**src/rtl/posit_decode_arbiter.sv**
```systemverilog
// Round-robin arbiter sharing one pipelined posit decoder between requesters.
// Tags ride a tracker alongside the decoder and results land in per-requester slots.
module posit_decode_arbiter #(
    parameter int N_REQ   = 4,
    parameter int IN_S    = 8,
    parameter int EXP_S   = 2,
    parameter int DEC_LAT = 3,
    localparam int REG_S  = $clog2(IN_S) + 1,
    localparam int MTS_S  = IN_S - 3 - EXP_S,
    localparam int TAG_W  = $clog2(N_REQ)
) (
    input  logic                   clk_i,
    input  logic                   rstn,
    input  logic [N_REQ-1:0]       req_vld_i,
    output logic [N_REQ-1:0]       req_rdy_o,
    input  logic [N_REQ*IN_S-1:0]  req_data_i,
    output logic [N_REQ-1:0]       rsp_vld_o,
    input  logic [N_REQ-1:0]       rsp_rdy_i,
    output logic [N_REQ-1:0]       rsp_sign_o,
    output logic [N_REQ*REG_S-1:0] rsp_regi_o,
    output logic [N_REQ*EXP_S-1:0] rsp_exp_o,
    output logic [N_REQ*MTS_S-1:0] rsp_mts_o,
    output logic [N_REQ*2-1:0]     rsp_type_o,
    output logic [IN_S-1:0]        dec_in_o,
    output logic                   dec_vld_o,
    input  logic                   dec_sign_i,
    input  logic [REG_S-1:0]       dec_regi_i,
    input  logic [EXP_S-1:0]       dec_exp_i,
    input  logic [MTS_S-1:0]       dec_mts_i,
    input  logic [1:0]             dec_type_i,
    output logic                   busy_o
);

    logic [TAG_W-1:0]         ptr_q, ptr_d;
    logic [N_REQ-1:0]         busy_q, busy_d;
    logic                     dec_vld_q, dec_vld_d;
    logic [IN_S-1:0]          dec_in_q, dec_in_d;
    logic [TAG_W-1:0]         dec_tag_q, dec_tag_d;
    logic [DEC_LAT-1:0]       trk_vld_q, trk_vld_d;
    logic [DEC_LAT-1:0][TAG_W-1:0] trk_tag_q, trk_tag_d;
    logic [N_REQ-1:0]         rsp_vld_q, rsp_vld_d;
    logic [N_REQ-1:0]         rsp_sign_q, rsp_sign_d;
    logic [N_REQ*REG_S-1:0]   rsp_regi_q, rsp_regi_d;
    logic [N_REQ*EXP_S-1:0]   rsp_exp_q, rsp_exp_d;
    logic [N_REQ*MTS_S-1:0]   rsp_mts_q, rsp_mts_d;
    logic [N_REQ*2-1:0]       rsp_type_q, rsp_type_d;

    logic [N_REQ-1:0] eligible;
    logic [N_REQ-1:0] hs;
    logic             gnt_found;
    logic [TAG_W-1:0] gnt_tag;
    logic             cap_vld;
    logic [TAG_W-1:0] cap_tag;
    int               idx;

    // Grants are masked during reset so every output reads zero immediately.
    always_comb begin
        eligible  = req_vld_i & ~busy_q & {N_REQ{rstn}};
        gnt_found = 1'b0;
        gnt_tag   = '0;
        idx       = 0;
        req_rdy_o = '0;
        for (int i = 0; i < N_REQ; i++) begin
            idx = int'(ptr_q) + i;
            if (idx >= N_REQ) idx = idx - N_REQ;
            if (!gnt_found && eligible[idx]) begin
                gnt_found = 1'b1;
                gnt_tag   = TAG_W'(idx);
            end
        end
        if (gnt_found) req_rdy_o[gnt_tag] = 1'b1;
    end

    always_comb begin
        ptr_d     = ptr_q;
        dec_vld_d = gnt_found;
        dec_in_d  = dec_in_q;
        dec_tag_d = dec_tag_q;
        if (gnt_found) begin
            ptr_d     = (int'(gnt_tag) == N_REQ - 1) ? '0 : gnt_tag + TAG_W'(1);
            dec_in_d  = req_data_i[gnt_tag*IN_S +: IN_S];
            dec_tag_d = gnt_tag;
        end
    end

    always_comb begin
        trk_vld_d = trk_vld_q;
        trk_tag_d = trk_tag_q;
        for (int i = 0; i < DEC_LAT; i++) begin
            if (i == 0) begin
                trk_vld_d[0] = dec_vld_q;
                trk_tag_d[0] = dec_tag_q;
            end else begin
                trk_vld_d[i] = trk_vld_q[i-1];
                trk_tag_d[i] = trk_tag_q[i-1];
            end
        end
    end

    assign cap_vld = trk_vld_q[DEC_LAT-1];
    assign cap_tag = trk_tag_q[DEC_LAT-1];
    assign hs      = rsp_vld_q & rsp_rdy_i;

    // Capture and handshake never hit the same slot in one cycle.
    always_comb begin
        busy_d     = (busy_q | req_rdy_o) & ~hs;
        rsp_vld_d  = rsp_vld_q;
        rsp_sign_d = rsp_sign_q;
        rsp_regi_d = rsp_regi_q;
        rsp_exp_d  = rsp_exp_q;
        rsp_mts_d  = rsp_mts_q;
        rsp_type_d = rsp_type_q;
        for (int k = 0; k < N_REQ; k++) begin
            if (cap_vld && cap_tag == TAG_W'(k)) begin
                rsp_vld_d[k]               = 1'b1;
                rsp_sign_d[k]              = dec_sign_i;
                rsp_regi_d[k*REG_S +: REG_S] = dec_regi_i;
                rsp_exp_d[k*EXP_S +: EXP_S]  = dec_exp_i;
                rsp_mts_d[k*MTS_S +: MTS_S]  = dec_mts_i;
                rsp_type_d[k*2 +: 2]         = dec_type_i;
            end else if (hs[k]) begin
                rsp_vld_d[k]               = 1'b0;
                rsp_sign_d[k]              = 1'b0;
                rsp_regi_d[k*REG_S +: REG_S] = '0;
                rsp_exp_d[k*EXP_S +: EXP_S]  = '0;
                rsp_mts_d[k*MTS_S +: MTS_S]  = '0;
                rsp_type_d[k*2 +: 2]         = '0;
            end
        end
    end

    always_ff @(posedge clk_i or negedge rstn) begin
        if (!rstn) begin
            ptr_q      <= '0;
            busy_q     <= '0;
            dec_vld_q  <= 1'b0;
            dec_in_q   <= '0;
            dec_tag_q  <= '0;
            trk_vld_q  <= '0;
            trk_tag_q  <= '0;
            rsp_vld_q  <= '0;
            rsp_sign_q <= '0;
            rsp_regi_q <= '0;
            rsp_exp_q  <= '0;
            rsp_mts_q  <= '0;
            rsp_type_q <= '0;
        end else begin
            ptr_q      <= ptr_d;
            busy_q     <= busy_d;
            dec_vld_q  <= dec_vld_d;
            dec_in_q   <= dec_in_d;
            dec_tag_q  <= dec_tag_d;
            trk_vld_q  <= trk_vld_d;
            trk_tag_q  <= trk_tag_d;
            rsp_vld_q  <= rsp_vld_d;
            rsp_sign_q <= rsp_sign_d;
            rsp_regi_q <= rsp_regi_d;
            rsp_exp_q  <= rsp_exp_d;
            rsp_mts_q  <= rsp_mts_d;
            rsp_type_q <= rsp_type_d;
        end
    end

    assign dec_vld_o  = dec_vld_q;
    assign dec_in_o   = dec_in_q;
    assign rsp_vld_o  = rsp_vld_q;
    assign rsp_sign_o = rsp_sign_q;
    assign rsp_regi_o = rsp_regi_q;
    assign rsp_exp_o  = rsp_exp_q;
    assign rsp_mts_o  = rsp_mts_q;
    assign rsp_type_o = rsp_type_q;
    assign busy_o     = |busy_q;

endmodule

```
**config.mk**
```make
export PLATFORM = sky130hd
export DESIGN_NAME = posit_decode_arbiter
export DESIGN_NICKNAME = d
export VERILOG_FILES = /design/src/rtl/posit_decode_arbiter.sv
export SDC_FILE = /design/constraint.sdc
export NUM_CORES = 1
export LEC_CHECK = 0
export ABC_AREA = 1
export CORE_MARGIN = 1
export CORE_UTILIZATION = 46
export CTS_CLUSTER_DIAMETER = 40
export DETAILED_ROUTE_END_ITERATION = 10
export GPL_ROUTABILITY_DRIVEN = 1
export PLACE_DENSITY = 0.86
export SYNTH_ARGS = -nofsm -noshare
export SYNTH_HDL_FRONTEND = slang
export SYNTH_SLANG_ARGS = --single-unit
```
**constraint.sdc**
```tcl
create_clock -name clk_i -period 2.22 [get_ports clk_i]
set_input_delay 0.333 -clock clk_i [delete_from_list [all_inputs] [get_ports clk_i]]
set_output_delay 0.333 -clock clk_i [all_outputs]
set_load 0.005 [all_outputs]
```
==> impl_metrics.json <==
{
  "cp.depth": 12,
  "cpPeakStageDelay_ns": 0.48,
  "regToRegSetupSlack_ns": 0.09,
  "reg2reg_from": "ptr_q[0]",
  "critPathRequiredTime_ns": 1.89,
  "final-setup-viol-count": 4,
  "final_hold_viol_count": 0,
  "globalplace.congestion": 0.860,
  "initial_core_util": 0.479,
  "core_area_um2": 7810,
  "path_common_cell": "sky130_fd_sc_hd__nand2_2",
  "setup.worst_path.start_class": "register",
  "whs_ns": 0.345,
  "cts_hold_repair.buffers": 0,
  "clk_root_buffer_cell": "sky130_fd_sc_hd__clkbuf_8",
  "cts-htree-levels": 3,
  "clock_power_share": 0.105,
  "first_pass_iters": 5,
  "first_global_vias": 3525,
  "syn-cell-area_um2": 3740,
  "synth_flop_cell": "sky130_fd_sc_hd__dfrtp_1",
  "ir_drop_mv": 0.761,
  "post-route-util": 0.723,
  "cp.arrival_ns": 2.07,
  "cts_tree": "done",
  "grt_setup_unrepaired": "true",
  "max_slew_margin": 0.377,
  "vias_per_cell": 5.28,
  "synth.top_cells.by_count": "102 x sky130_fd_sc_hd__nand3_1, 90 x sky130_fd_sc_hd__nand2_1, 78 x sky130_fd_sc_hd__dfrtp_1",
  "grt_antenna_before_repair": 0,
  "path_cells": "clkinvlp_4 -> nand2_2 -> nand3_1 -> nand2_1 -> nand2_2 -> nand2_2 -> nand2_8 -> nand2_4 -> ha_4 -> nand2_4 -> inv_2 -> buf_2",
  "groute.usage.overall": 0.263,
  "violated_checks": "setup timing",
  "floorplan.die.height_um": 92.2,
  "timing.critical_path.buf_inv": 3,
  "power.share.switching": 0.423,
  "finalCriticalPeriod_ns": 2.41,
  "power_per_cell_area_nw_per_um2": 1720,
  "num_cts_buffers": 9,
  "number_of_nets_in_the_final_layout": 652,
  "synth_top_cell_area_share": 0.521,
  "grt_start_max_net_pins": 79,
  "clk_pin_slew_worst_paths_ns": 0.08,
  "synth_fp_nets": 494,
  "final-instance-count-excl-fill": 703,
  "routedWlPerCell_um": 15.7,
  "drive_gt1_frac": 0.205,
  "die_w_um": 92.2,
  "internal_power_mw": 5.61,
  "clock_path_buffers": 2,
  "postLayoutCellArea_um2": 5640,
  "total_power_mw": 9.73,
  "outcome": "finished with violations",
  "switchingPower_mw": 4.11,
  "type_of_the_setup_path_with_the_least_slack": "register to primary output",
  "maxCapViolCount": 0,
  "critical_path_peak_fanout": 6,
  "cp_slowest_cell": "sky130_fd_sc_hd__dfrtp_2",
  "f_max_mhz": 416,
  "clock_sinks": 78,
  "sum_neg_setup_slack_ns": -0.605,
  "place.detailed.instances": 671,
  "diode_count": 0,
  "power_frac_comb": 0.638,
  "post-synth-top-count-cell": "sky130_fd_sc_hd__nand3_1",
  "vias": 3715,
  "remaining_drc_errors": 0,
  "synth_top_area_cell": "sky130_fd_sc_hd__dfrtp_1",
  "areaGrowthSynthToFinish_pct": 50.8,
  "drt_wl_total_um": 11000,
  "yosys_warnings": 0,
  "syn_area_cell_um2": 8.53,
  "drtIter0Drc": 229,
  "crit_path_end": "req_rdy_o[3]",
  "timing.critical_path.from": "ptr_q[0]",
  "synth_enable_flop_cells": 0,
  "pin_count": 120,
  "skew_ns": 0.00855,
  "post_dp_hpwl_um": 7660,
  "setup.worst_path.end_class": "primary output",
  "synth.top_cells.by_area": "sky130_fd_sc_hd__dfrtp_1 52%, sky130_fd_sc_hd__nand3_1 14%, sky130_fd_sc_hd__nand2_1 9.0%",
  "syn-instance-count": 439,
  "rows": 32,
  "reg2reg_to": "dec_in_o[4]",
  "postSynthRegisterBits": 78,
  "finalMaxSlewViolations": 0,
  "placement_setup_slack_ns": -0.512,
  "global_route.overflow_total": 0,
  "seq_power_share": 0.258,
  "min-delay-path-class": "primary input to async pin",
  "postLayoutSetupSlackWorst_ns": -0.185,
  "io_port_bufs": 119,
  "p_leak_nw": 2.76,
  "timing.critical_path.max_delay_family": "simple AND/OR/NAND/NOR gates",
  "synthArstFlopShare": 1.00,
  "grt_first_pass_wirelength_um": 17400,
  "worst_pin_slew_ns": 0.935,
  "worst-r2r-cell-count": 16,
  "die_area_um2": 8500,
  "placed_area_um2": 5180,
  "worstSkewPairLatency_ns": 0.34,
  "detail-route-antenna-nets": 0,
  "synth_seq_area_share": 0.521,
  "fin_crit_sh": 1.08,
  "yosysUniqueCellTypes": 31
}
## how the worst min path moves through the flow
stage | startpoint | to | slack (ns)
floorplan | rstn | busy_q[0] | 0.04
global placement | trk_vld_q[0] | trk_vld_q[1] | 0.33
detailed placement | trk_tag_d[3] | trk_tag_d[5] | 0.34
CTS | rstn | rsp_regi_o[3] | 0.35
global route | trk_tag_d[3] | trk_tag_d[5] | 0.36
finish | rstn | rsp_mts_o[0] | 0.35
## power groups by stage
stage	clock, mW	sequential [mW]	combinational (mW)
after global placement	0	2.48	5.07
final	1.02	2.51	6.20
after global routing	1.10	2.58	6.72
after floorplan	0	2.47	2.81
after detailed placement	0	2.51	5.26
after CTS	1.04	2.50	6.01
## cell usage in the layout, fill, tap and decap left out, types with 3 or more instances in the layout
cell type | synthesis | layout
sky130_fd_sc_hd__clkdlybuf4s50_1 | 0 | 113
sky130_fd_sc_hd__nand3_1 | 102 | 99
sky130_fd_sc_hd__dfrtp_1 | 78 | 77
sky130_fd_sc_hd__nand2_1 | 90 | 74
sky130_fd_sc_hd__inv_1 | 57 | 52
sky130_fd_sc_hd__o21ai_0 | 49 | 49
sky130_fd_sc_hd__buf_4 | 1 | 42
sky130_fd_sc_hd__nand2_2 | 9 | 16
sky130_fd_sc_hd__nand2_4 | 2 | 11
sky130_fd_sc_hd__clkbuf_8 | 0 | 9
sky130_fd_sc_hd__buf_6 | 3 | 7
sky130_fd_sc_hd__nand3_2 | 4 | 6
sky130_fd_sc_hd__inv_2 | 1 | 6
sky130_fd_sc_hd__nand4_1 | 4 | 4
sky130_fd_sc_hd__nor2_4 | 3 | 4
sky130_fd_sc_hd__nor2_1 | 4 | 3
sky130_fd_sc_hd__buf_2 | 3 | 3
## final cells by class
class	instances	area, um2
fillers	576	2160
flip-flops and latches	78	1950
multi-input cells	282	1590
repair buffers	166	1550
inverters	59	224
clock buffers	10	128
well taps	102	128
clock inverters	5	60.1
repair inverters	1	7.51
## per-layer routing
layer / up-vias / global-route usage / part of all wire
met1: 1789 / 0.332 / 0.41
li1: 1747 / - / -
met5: - / 0 / 0
met4: 0 / 0.107 / 0.031
met2: 148 / 0.455 / 0.51
met3: 31 / 0.0365 / 0.054
## cells by family after synthesis
| kind of cell | after synthesis | share of synthesized area |
|---|---|---|
| buffers and inverters | 79 | 0.0909 |
| AOI/OAI and AO/OA | 57 | 0.0832 |
| adders and majority gates | 1 | 0.00334 |
| and+or+nand+nor | 224 | 0.301 |
| DFF | 78 | 0.521 |
## state kept, by name, indices dropped and copies added, names as in the netlist
signal and count:
rsp_mts_o 12, rsp_type_o 8, cap_tag 2, trk_tag_d 4
ptr_q 2, dec_tag_q 2, trk_vld_q 3, rsp_regi_o 16
dec_in_o 8, rsp_exp_o 8, rsp_sign_o 4, dec_vld_o 1
rsp_vld_o 4, busy_q 4
## what timing repair did
action	4_1_cts	5_1_grt
pin swaps	24	16
gates cloned	1	0
resized for setup	58	10
buffers inserted	17	2
endpoints found under the hold margin	0	0
setup endpoints to repair	4	11
(Power assumes the default switching activity.)
